$ cat config.mk
export PLATFORM = sky130hd
export DESIGN_NAME = fetch_sequencer
export DESIGN_NICKNAME = d
export VERILOG_FILES = /design/src/rtl/fetch_sequencer.sv
export SDC_FILE = /design/constraint.sdc
export NUM_CORES = 1
export LEC_CHECK = 0
export CELL_PAD_IN_SITES_DETAIL_PLACEMENT = 1
export CELL_PAD_IN_SITES_GLOBAL_PLACEMENT = 1
export CORE_MARGIN = 2
export CORE_UTILIZATION = 33
export CTS_CLUSTER_DIAMETER = 150
export DETAILED_ROUTE_END_ITERATION = 12
export GPL_ROUTABILITY_DRIVEN = 0
export GPL_TIMING_DRIVEN = 1
export PLACE_DENSITY_LB_ADDON = 0.08
export SYNTH_ARGS = -nofsm -noshare
export SYNTH_HDL_FRONTEND = slang
export SYNTH_SLANG_ARGS = --single-unit
$ cat constraint.sdc
create_clock -name clk -period 2.2 [get_ports clk]
set_input_delay 0.22 -clock clk [delete_from_list [all_inputs] [get_ports clk]]
set_output_delay 0.22 -clock clk [all_outputs]
set_load 0.03 [all_outputs]
$ cat src/rtl/fetch_sequencer.sv
// Instruction fetch/decode/execute sequencer driving an external PC register.
// Optional interrupt entry on the PC update is enabled with macro IRQ_EN.
module fetch_sequencer #(
    parameter logic [7:0]  RESET_VECTOR  = 8'h00,
    parameter logic [7:0]  IRQ_VECTOR    = 8'hF0,
    parameter int unsigned FETCH_TIMEOUT = 15
) (
    input  logic       clk,
    input  logic       reset,
    input  logic       start,
    input  logic       halt_req,
    input  logic       mem_ready,
    input  logic [7:0] instr,
    input  logic       branch_taken,
    input  logic [7:0] branch_target,
    input  logic [7:0] pc_value,
    input  logic       irq,
    output logic       pc_load,
    output logic [7:0] pc_in,
    output logic       mem_req,
    output logic [7:0] ir,
    output logic       exec_valid,
    output logic       halted,
    output logic       fault,
    output logic       irq_ack,
    output logic [7:0] epc
);

    localparam int unsigned CNT_W = (FETCH_TIMEOUT > 1) ? $clog2(FETCH_TIMEOUT + 1) : 1;
    localparam logic [CNT_W-1:0] CNT_LAST = CNT_W'(FETCH_TIMEOUT - 1);

    localparam logic [2:0] S_IDLE    = 3'd0;
    localparam logic [2:0] S_INIT    = 3'd1;
    localparam logic [2:0] S_FETCH   = 3'd2;
    localparam logic [2:0] S_DECODE  = 3'd3;
    localparam logic [2:0] S_EXECUTE = 3'd4;
    localparam logic [2:0] S_UPDATE  = 3'd5;
    localparam logic [2:0] S_HALT    = 3'd6;
    localparam logic [2:0] S_FAULT   = 3'd7;

    logic [2:0]       state_q, state_d;
    logic [CNT_W-1:0] cnt_q, cnt_d;
    logic [7:0]       ir_d, pc_in_d, epc_d, next_pc;
    logic             pc_load_d, mem_req_d, exec_valid_d, halted_d, fault_d, irq_ack_d;

    assign next_pc = branch_taken ? branch_target : pc_value + 8'd1;

`ifndef IRQ_EN
    logic unused_irq;
    assign unused_irq = irq ^ (^IRQ_VECTOR);
`endif

    // Next state plus registered outputs decoded from the state being entered,
    // so each strobe is high exactly while the FSM occupies its state.
    always_comb begin
        state_d      = state_q;
        cnt_d        = cnt_q;
        ir_d         = ir;
        pc_in_d      = pc_in;
        epc_d        = epc;
        pc_load_d    = 1'b0;
        mem_req_d    = 1'b0;
        exec_valid_d = 1'b0;
        halted_d     = 1'b0;
        fault_d      = 1'b0;
        irq_ack_d    = 1'b0;

        case (state_q)
            S_IDLE: begin
                if (start) state_d = S_INIT;
            end
            S_INIT: begin
                state_d = S_FETCH;
                cnt_d   = '0;
            end
            S_FETCH: begin
                if (mem_ready) begin
                    ir_d    = instr;
                    state_d = S_DECODE;
                    cnt_d   = '0;
                end else if (cnt_q == CNT_LAST) begin
                    state_d = S_FAULT;
                    cnt_d   = '0;
                end else begin
                    cnt_d = cnt_q + CNT_W'(1);
                end
            end
            S_DECODE: begin
                state_d = (ir == 8'hFF) ? S_HALT : S_EXECUTE;
            end
            S_EXECUTE: begin
                // Branch (and irq) are sampled here so the UPDATE load value is registered.
                state_d = S_UPDATE;
                pc_in_d = next_pc;
`ifdef IRQ_EN
                if (irq) begin
                    pc_in_d   = IRQ_VECTOR;
                    epc_d     = next_pc;
                    irq_ack_d = 1'b1;
                end
`endif
            end
            S_UPDATE: begin
                state_d = halt_req ? S_HALT : S_FETCH;
                cnt_d   = '0;
            end
            S_HALT:  state_d = S_HALT;
            S_FAULT: state_d = S_FAULT;
            default: state_d = S_FAULT;
        endcase

        case (state_d)
            S_INIT: begin
                pc_load_d = 1'b1;
                pc_in_d   = RESET_VECTOR;
            end
            S_FETCH:   mem_req_d    = 1'b1;
            S_EXECUTE: exec_valid_d = 1'b1;
            S_UPDATE:  pc_load_d    = 1'b1;
            S_HALT:    halted_d     = 1'b1;
            S_FAULT:   fault_d      = 1'b1;
            default: ;
        endcase
    end

    // State and output registers with synchronous reset.
    always_ff @(posedge clk) begin
        if (reset) begin
            state_q    <= S_IDLE;
            cnt_q      <= '0;
            pc_load    <= 1'b0;
            pc_in      <= 8'h00;
            mem_req    <= 1'b0;
            ir         <= 8'h00;
            exec_valid <= 1'b0;
            halted     <= 1'b0;
            fault      <= 1'b0;
            irq_ack    <= 1'b0;
            epc        <= 8'h00;
        end else begin
            state_q    <= state_d;
            cnt_q      <= cnt_d;
            pc_load    <= pc_load_d;
            pc_in      <= pc_in_d;
            mem_req    <= mem_req_d;
            ir         <= ir_d;
            exec_valid <= exec_valid_d;
            halted     <= halted_d;
            fault      <= fault_d;
            irq_ack    <= irq_ack_d;
            epc        <= epc_d;
        end
    end

endmodule

==> out/qor.log, run 1 <==
[logic_synthesis] Most used DFF post-synth dfxtp_1
[hold_path] worst min path class register to register
[final_layout] number of filler cells placed in the layout 512
[final_layout] number of non-filler instances in the completed layout 266
[worst_setup_path] maximum fanout along the worst path 11
[power_and_ir_drop] Leak Pwr 0.740 nW
[sta] fmax 0.592 GHz
[logic_synthesis] flops & latches, synth 28
[clock_network] quantity of gates resized following cts 0
[final_layout] fraction of final layout cells sized beyond drive strength 1 8.41%
[detailed_routing] via count normalized by instance count 5.11
[global_routing] antenna violations before repair 0
[clock_network] hold buffers post-CTS 0
[sta] Final Hold Fails 0
[clock_network] number of levels in the clock H-tree 1
[sta] time the worst path needs with I/O delays and setup 1.69 ns
[global_routing] global-route wire length before repair 6530 um
[logic_synthesis] share of Yosys cell area claimed by the top area cell type 37.5%
[floorplanning] Core Area 0.00435 mm^2
[sta] fin crit share 76.8%
[logic_synthesis] yosys synthesis warning count 0
[final_layout] NumNets Final 249
[worst_setup_path] Arrival @ worst endpoint 1.87 ns
[floorplanning] initial core utilization 34.3%
[global_routing] via count of the first global-routing pass 1359
[placed_design] input/output buffers 50
[final_layout] synthesis-to-layout area growth 36.9%
[logic_synthesis] biggest area consumer among synthesized cells dfxtp_1
[power_and_ir_drop] maximum vdd drop 0.228 mV
[sta] Worst Tran Pin Value 0.612 ns
[logic_synthesis] Synth Instances 168
[sta] number of max-slew violations in the final report 0
[sta] normalized max-slew margin 59.1%
[clock_network] clk buf depth 2
[clock_network] Worst-path clk slew 0.10 ns
[worst_setup_path] category of the most critical setup path register to register
[global_routing] GR Util All Layers 15.7%
[logic_synthesis] mean instance size in the synthesized netlist 8.89 um^2
[detailed_routing] routed vias 1359
[flow_run] max_cap viols 0
[power_and_ir_drop] overall power consumption 0.00119 W
[sta] final-layout setup total negative slack 0 ns
[final_layout] diodes inserted 0
[logic_synthesis] count of flip-flops with a built-in enable after synthesis 0
[worst_setup_path] kind of capture point of the worst setup path register
[detailed_routing] routed wire length per instance 14.4 um
[logic_synthesis] share of flip-flops with an asynchronous set or reset 0%
[placed_design] total placed cells including tap cells 262
[clock_network] setup bufs post-CTS 0
[sta] worst clock skew 0.00256 ns
[sta] Setup-failing EPs final 0
[floorplanning] y dimension of the die 71.3 um
[run_status] status completed
[logic_synthesis] sequential element share of the synthesized area 37.5%
[floorplanning] Die Outline Area 0.00508 mm^2
[placed_design] pre-CTS setup slack 0.502 ns
[global_routing] largest net degree at the start of global routing 17
[placed_design] post-detailed-placement half-perimeter wirelength 3030 um
[worst_setup_path] reg-to-reg setup timing slack 0.51 ns
[floorplanning] Std-Cell Rows 24
[sta] smallest setup slack after layout 0.511 ns
[sta] RSZ-0062 raised after global routing false
[logic_synthesis] most area-consuming cells after synthesis dfxtp_1 38%, mux2i_1 6.7%, nor2_1 5.3%
[clock_network] number of buffers created by CTS 3
[clock_network] master cell of the clock root buffer clkbuf_8
[detailed_routing] count of nets left with antenna violations after detail routing 0
[detailed_routing] Pre-Repair DR Iteration Count 4
[clock_network] clk_lat worst skew 0.28 ns
[worst_setup_path] startpoint kind of the worst setup timing path register
[clock_network] CTS tree yes
[power_and_ir_drop] power density of the placed cells 583 mW/mm^2
[worst_setup_path] Critical Path RT 2.38 ns
[logic_synthesis] netlist area before placement 0.00149 mm^2
[floorplanning] Horiz. Die Dim 71.3 um
[floorplanning] number of top-level pins 61
[detailed_routing] number of remaining DRC errors 0
[logic_synthesis] number of library cell types mapped by synthesis 43
[detailed_routing] Total Wirelength 3830 um
[global_routing] remaining global-route overflow 0
[clock_network] CTS sink cnt 28
[detailed_routing] Starting DRT DRC Count 37
## sequential cells by signal, summed over array words and instances (netlist names)
name	flops
mem_req	1
state_q	3
halted	1
pc_in	8
fault	1
cnt_q	4
pc_load	1
ir	8
exec_valid	1
## cell usage in the layout, fill, tap and decap left out, drive strengths merged, types with 5 or more instances in the layout
| cell type | Yosys | routed |
|---|---|---|
| clkdlybuf4s50 | 0 | 50 |
| dfxtp | 28 | 28 |
| nor2 | 22 | 22 |
| nand2 | 12 | 12 |
| mux2i | 10 | 10 |
| conb | 1 | 9 |
| nand3 | 8 | 8 |
| nor3 | 8 | 8 |
| a21oi | 6 | 6 |
| inv | 5 | 5 |
| nand2b | 5 | 5 |
## synth_stat cells (all sizes together) (4+ instances only)
cell    instances
a21oi           6
a31oi           4
buf            15
dfxtp          28
inv             5
mux2i          10
nand2          12
nand2b          5
nand3           8
nor2           22
nor3            8
## final cells by class
| type | count | area (um^2) | share of cell area (%) |
|---|---|---|---|
| multi-input cells | 125 | 815 | 39.8 |
| repair buffers | 52 | 515 | 25.2 |
| flip-flops and latches | 28 | 561 | 27.4 |
| inverters | 5 | 18.8 | 0.917 |
| clock inverters | 1 | 30.0 | 1.47 |
| clock buffers | 3 | 41.3 | 2.02 |
| well taps | 52 | 65.1 | 3.18 |
## metal layers
layer / share of wire [%] / GRT usage (%) / up-vias
met5: 0 / 0 / -
met4: 1.5 / 6.50 / 0
met3: 4.7 / 2.81 / 6
met2: 50 / 26.3 / 36
met1: 44 / 20.0 / 649
li1: - / - / 668
## report_power, final
group,switching (W),internal [W]
logic,0.000134,0.000109
clock network,0.000170,0.000244
registers,0.0000138,0.000522
total,0.000318,0.000875
## through the flow
step | util [%] | cell area (um^2) | hold slack, ns
global route | 47.0 | 2050 | 0.512
finish | 47.0 | 2050 | 0.462
detailed placement | 45.3 | 1970 | 0.453
floorplan | - | 1520 | 0.367
global placement | 45.3 | 1970 | 0.444
CTS | 47.0 | 2050 | 0.468
## worst paths after layout
path / startpoint / to / cells after the start
setup reg to reg: state_q[0] / ir[7] / 4
hold reg to reg: pc_in[2] / pc_in[2] / 2
hold / removal: pc_in[2] / pc_in[2] / 2
setup / recovery: state_q[0] / ir[7] / 4
## critical path: stages, from the launching register on
cell and delay [ns]:
dfxtp_1 0.43, or3b_1 0.61, nor2_8 0.27, mux2i_1 0.22
nor2_1 0.05
## kinds of logic (layout without fill, tap and decap cells)
logic type | Yosys count | in the layout | synth area share [%]
adder cells (fa/ha/maj) | 3 | 3 | 2.51
XOR/XNOR | 4 | 4 | 2.35
other | 1 | 9 | 0.251
AO/OA/AOI/OAI | 30 | 30 | 14.7
buffers and inverters | 23 | 61 | 9.97
multiplexers | 10 | 10 | 6.70
AND/OR/NAND/NOR | 69 | 69 | 26.0
flip-flops | 28 | 28 | 37.5
Power figures use the tool's default switching activity.
==> run 2, diff against run 1 <==
--- a/config.mk
+++ b/config.mk
@@ -8,7 +8,7 @@
 export CELL_PAD_IN_SITES_DETAIL_PLACEMENT = 1
 export CELL_PAD_IN_SITES_GLOBAL_PLACEMENT = 1
 export CORE_MARGIN = 2
-export CORE_UTILIZATION = 33
+export CORE_UTILIZATION = 28
 export CTS_CLUSTER_DIAMETER = 150
 export DETAILED_ROUTE_END_ITERATION = 12
 export GPL_ROUTABILITY_DRIVEN = 0
==> constraint.sdc (replaced) <==
create_clock -name clk -period 1.4 [get_ports clk]
set_input_delay 0.14 -clock clk [delete_from_list [all_inputs] [get_ports clk]]
set_output_delay 0.14 -clock clk [all_outputs]
set_load 0.03 [all_outputs]
==> run 2 against run 1 <==
The run now ends with negative setup slack left. Critical path depth is 2 higher. Clock skew is 0.0018 ns higher. Hold slack worse by 0.0043 ns. Via count is 5.7% higher. Die area is 17% higher. Final cell count is 17% higher. Sequential cell count stayed put. Global-route usage is 0.99 points lower. Sequential share of layout area is 3.4 points lower. Largest cell class unchanged. Largest power group unchanged.
==> out/qor.log, run 2 (synthesized netlist as in run 1, its figures left out) <==
[worst_setup_path] CP Depth 6 [+2]
[final_layout] cell area after layout 0.00236 mm^2 [+16%]
[worst_setup_path] startpoint of the worst-slack reg-to-reg timing path state_q[2]
[worst_setup_path] slowest cell delay on critical path 0.38 ns [-0.23 ns]
[detailed_routing] number of remaining DRC errors 0 [unchanged]
[sta] Final Hold Fails 0 [unchanged]
[sta] fmax 0.677 GHz [+14%]
[sta] RSZ-0062 raised after global routing true
[worst_setup_path] kind of capture point of the worst setup path register
[floorplanning] y dimension of the die 77.0 um [+8.1%]
[flow_run] max_cap viols 0 [unchanged]
[final_layout] NumNets Final 278 [+12%]
[final_layout] diodes inserted 0 [unchanged]
[sta] Setup-failing EPs final 17 [+17]
[clock_network] number of levels in the clock H-tree 1 [unchanged]
[global_routing] antenna violations before repair 0 [unchanged]
[detailed_routing] routed wire length per instance 14.1 um [-2.2%]
[power_and_ir_drop] power density of the placed cells 749 mW/mm^2 [+28%]
[clock_network] CTS tree yes
[placed_design] post-detailed-placement half-perimeter wirelength 3470 um [+15%]
[power_and_ir_drop] combinational share of power 28.2% [+7.9 points]
[detailed_routing] routed vias 1436 [+5.7%]
[worst_setup_path] Arrival @ worst endpoint 1.64 ns [-0.23 ns]
[clock_network] CTS sink cnt 28 [unchanged]
[worst_setup_path] capture instance of the worst register-to-register path mem_req
[detailed_routing] Total Wirelength 4390 um [+15%]
[detailed_routing] Pre-Repair DR Iteration Count 4 [unchanged]
[sta] worst-case hold slack 0.458 ns [-0.00426 ns]
[sta] smallest setup slack after layout -0.0768 ns [-0.588 ns]
[clock_network] clk_lat worst skew 0.27 ns [about the same]
[global_routing] largest net degree at the start of global routing 15 [-2]
[worst_setup_path] maximum fanout along the worst path 4 [-7]
[sta] final-layout setup total negative slack -0.610 ns [-0.610 ns]
[clock_network] clk buf depth 2 [unchanged]
[worst_setup_path] Crit path max-delay family simple AND/OR/NAND/NOR gates
[worst_setup_path] buffering stage count on the worst path with inverters included 3 [+3]
[floorplanning] initial core utilization 29.1% [-5.2 points]
[power_and_ir_drop] portion of total power attributed to the clock network 24.7% [-10 points]
[placed_design] input/output buffers 50 [unchanged]
[worst_setup_path] category of the most critical setup path register to register
[final_layout] largest registers ir: 8 flops, pc_in: 8 flops, cnt_q: 4 flops
[placed_design] area post-placement 0.00218 mm^2 [+10%]
[final_layout] most common cell after layout, fill and taps aside clkdlybuf4s50_1
[sta] time the worst path needs with I/O delays and setup 1.48 ns [-0.212 ns]
[hold_path] hold endpoint pc_in[2]
[run_status] violations in the final reports negative setup slack
[worst_setup_path] slowest cell on the critical path or3b_1
[detailed_routing] count of nets left with antenna violations after detail routing 0 [unchanged]
[worst_setup_path] Worst path most repeated cell buf_6
[worst_setup_path] startpoint kind of the worst setup timing path register
[clock_network] Worst-path clk slew 0.09 ns [about the same]
[placed_design] total placed cells including tap cells 304 [+16%]
[run_status] status finished, violations left
[power_and_ir_drop] maximum vdd drop 0.430 mV [+88%]
[floorplanning] number of top-level pins 61 [unchanged]
[worst_setup_path] cell-by-cell trace of the critical path or3b_1, buf_6, buf_4, buf_6, o221ai_4, nor3b_1
[hold_path] source of the worst hold timing path pc_in[2]
[global_routing] global-route wire length before repair 7090 um [+8.7%]
[sta] number of max-slew violations in the final report 0 [unchanged]
[final_layout] commonest non-fill, non-tap cells in the layout 29 x clkdlybuf4s50_1, 24 x buf_4, 23 x dfxtp_1
[final_layout] fraction of final layout cells sized beyond drive strength 1 26.0% [+18 points]
[power_and_ir_drop] overall power consumption 0.00177 W [+48%]
[final_layout] number of non-filler instances in the completed layout 312 [+17%]
[floorplanning] Horiz. Die Dim 77.0 um [+8.1%]
[floorplanning] Core Area 0.00514 mm^2 [+18%]
[worst_setup_path] reg-to-reg setup timing slack -0.08 ns [-0.59 ns]
[hold_path] worst min path class register to register
[clock_network] number of buffers created by CTS 3 [unchanged]
[power_and_ir_drop] register share of total power 47.1% [+2.2 points]
[sta] worst clock skew 0.00437 ns [+0.00181 ns]
[worst_setup_path] Critical Path RT 1.57 ns [-0.81 ns]
[power_and_ir_drop] fraction of power spent switching nets 29.1% [+2.4 points]
[hold_path] Cells on Worst Hold Path 2 [unchanged]
[power_and_ir_drop] switching power of the nets 0.000515 W [+62%]
[global_routing] GR Util All Layers 14.7% [-0.99 points]
[detailed_routing] via count normalized by instance count 4.60 [-9.9%]
[floorplanning] Std-Cell Rows 26 [+8.3%]
[final_layout] synthesis-to-layout area growth 58.2%
[global_routing] remaining global-route overflow 0 [unchanged]
[clock_network] master cell of the clock root buffer clkbuf_8
[detailed_routing] Starting DRT DRC Count 37 [unchanged]
[sta] fin crit share 105% [+29 points]
[clock_network] hold buffers post-CTS 0 [unchanged]
[worst_setup_path] FF-to-FF path depth 6 [+2]
[global_routing] via count of the first global-routing pass 1440 [+6.0%]
[power_and_ir_drop] Leak Pwr 1.01 nW [+37%]
[power_and_ir_drop] cell-internal power 0.00126 W [+44%]
[floorplanning] Die Outline Area 0.00594 mm^2 [+17%]
run 2: cell types whose count changed in the layout (fill, tap and decap cells not counted), moves of 2 or more:
cell	delta
nor3_1	-2
buf_6	+7
clkdlybuf4s50_1	-21
dlygate4sd2_1	+20
o21ai_0	-2
buf_4	+22
dfxtp_2	+5
dfxtp_1	-5
run 2: repair_timing:
item / 4_1_cts / 5_1_grt
gates resized for setup: 37 / 14
endpoints found under the setup margin: 35 / 26
pin swaps: 8 / 11
buffers inserted: 1 / 4
run 2: metal layers:
metal	up-vias	routed length [um]	GRT usage [%]
met1	678	1930	18.8
met4	0	23	3.75
met2	32	2230	25.7
li1	724	-	-
met3	2	201	2.59
met5	-	0	0
run 2: layout make-up:
class | count | area [um^2]
clock buffers | 3 | 41.3
fillers | 647 | 2780
inverters | 5 | 18.8
multi-input cells | 125 | 912
flip-flops and latches | 28 | 567
well taps | 70 | 87.6
repair buffers | 81 | 737
run 2: stage by stage:
stage,setup WS [ns],utilization [%]
finish,-0.0768,46.0
detailed placement,-0.152,42.4
floorplan,0.00885,-
global placement,-0.0944,42.4
global route,-0.177,46.0
CTS,-0.0695,44.2
run 2: power groups by stage:
stage	Sequential [W]	Combinational [W]	Clock, W
CTS	0.000835	0.000470	0.000463
detailed placement	0.000852	0.000453	0
global route	0.000838	0.000539	0.000487
floorplan	0.000884	0.000231	0
finish	0.000834	0.000500	0.000436
global placement	0.000851	0.000442	0
run 2: worst register-to-register path, cell delays in order (launching register included):
cell and delay, ns:
dfxtp_2 0.33, or3b_1 0.38, buf_6 0.15, buf_4 0.14, buf_6 0.12, o221ai_4 0.18, nor3b_1 0.07
run 2: worst max path at each step:
stage                      from        to
finish               state_q[2]   mem_req
CTS                  state_q[2]     ir[0]
floorplan              cnt_q[0]  cnt_q[3]
detailed placement  pc_value[1]  pc_in[4]
global placement    pc_value[0]  pc_in[4]
global route           cnt_q[0]  cnt_q[3]
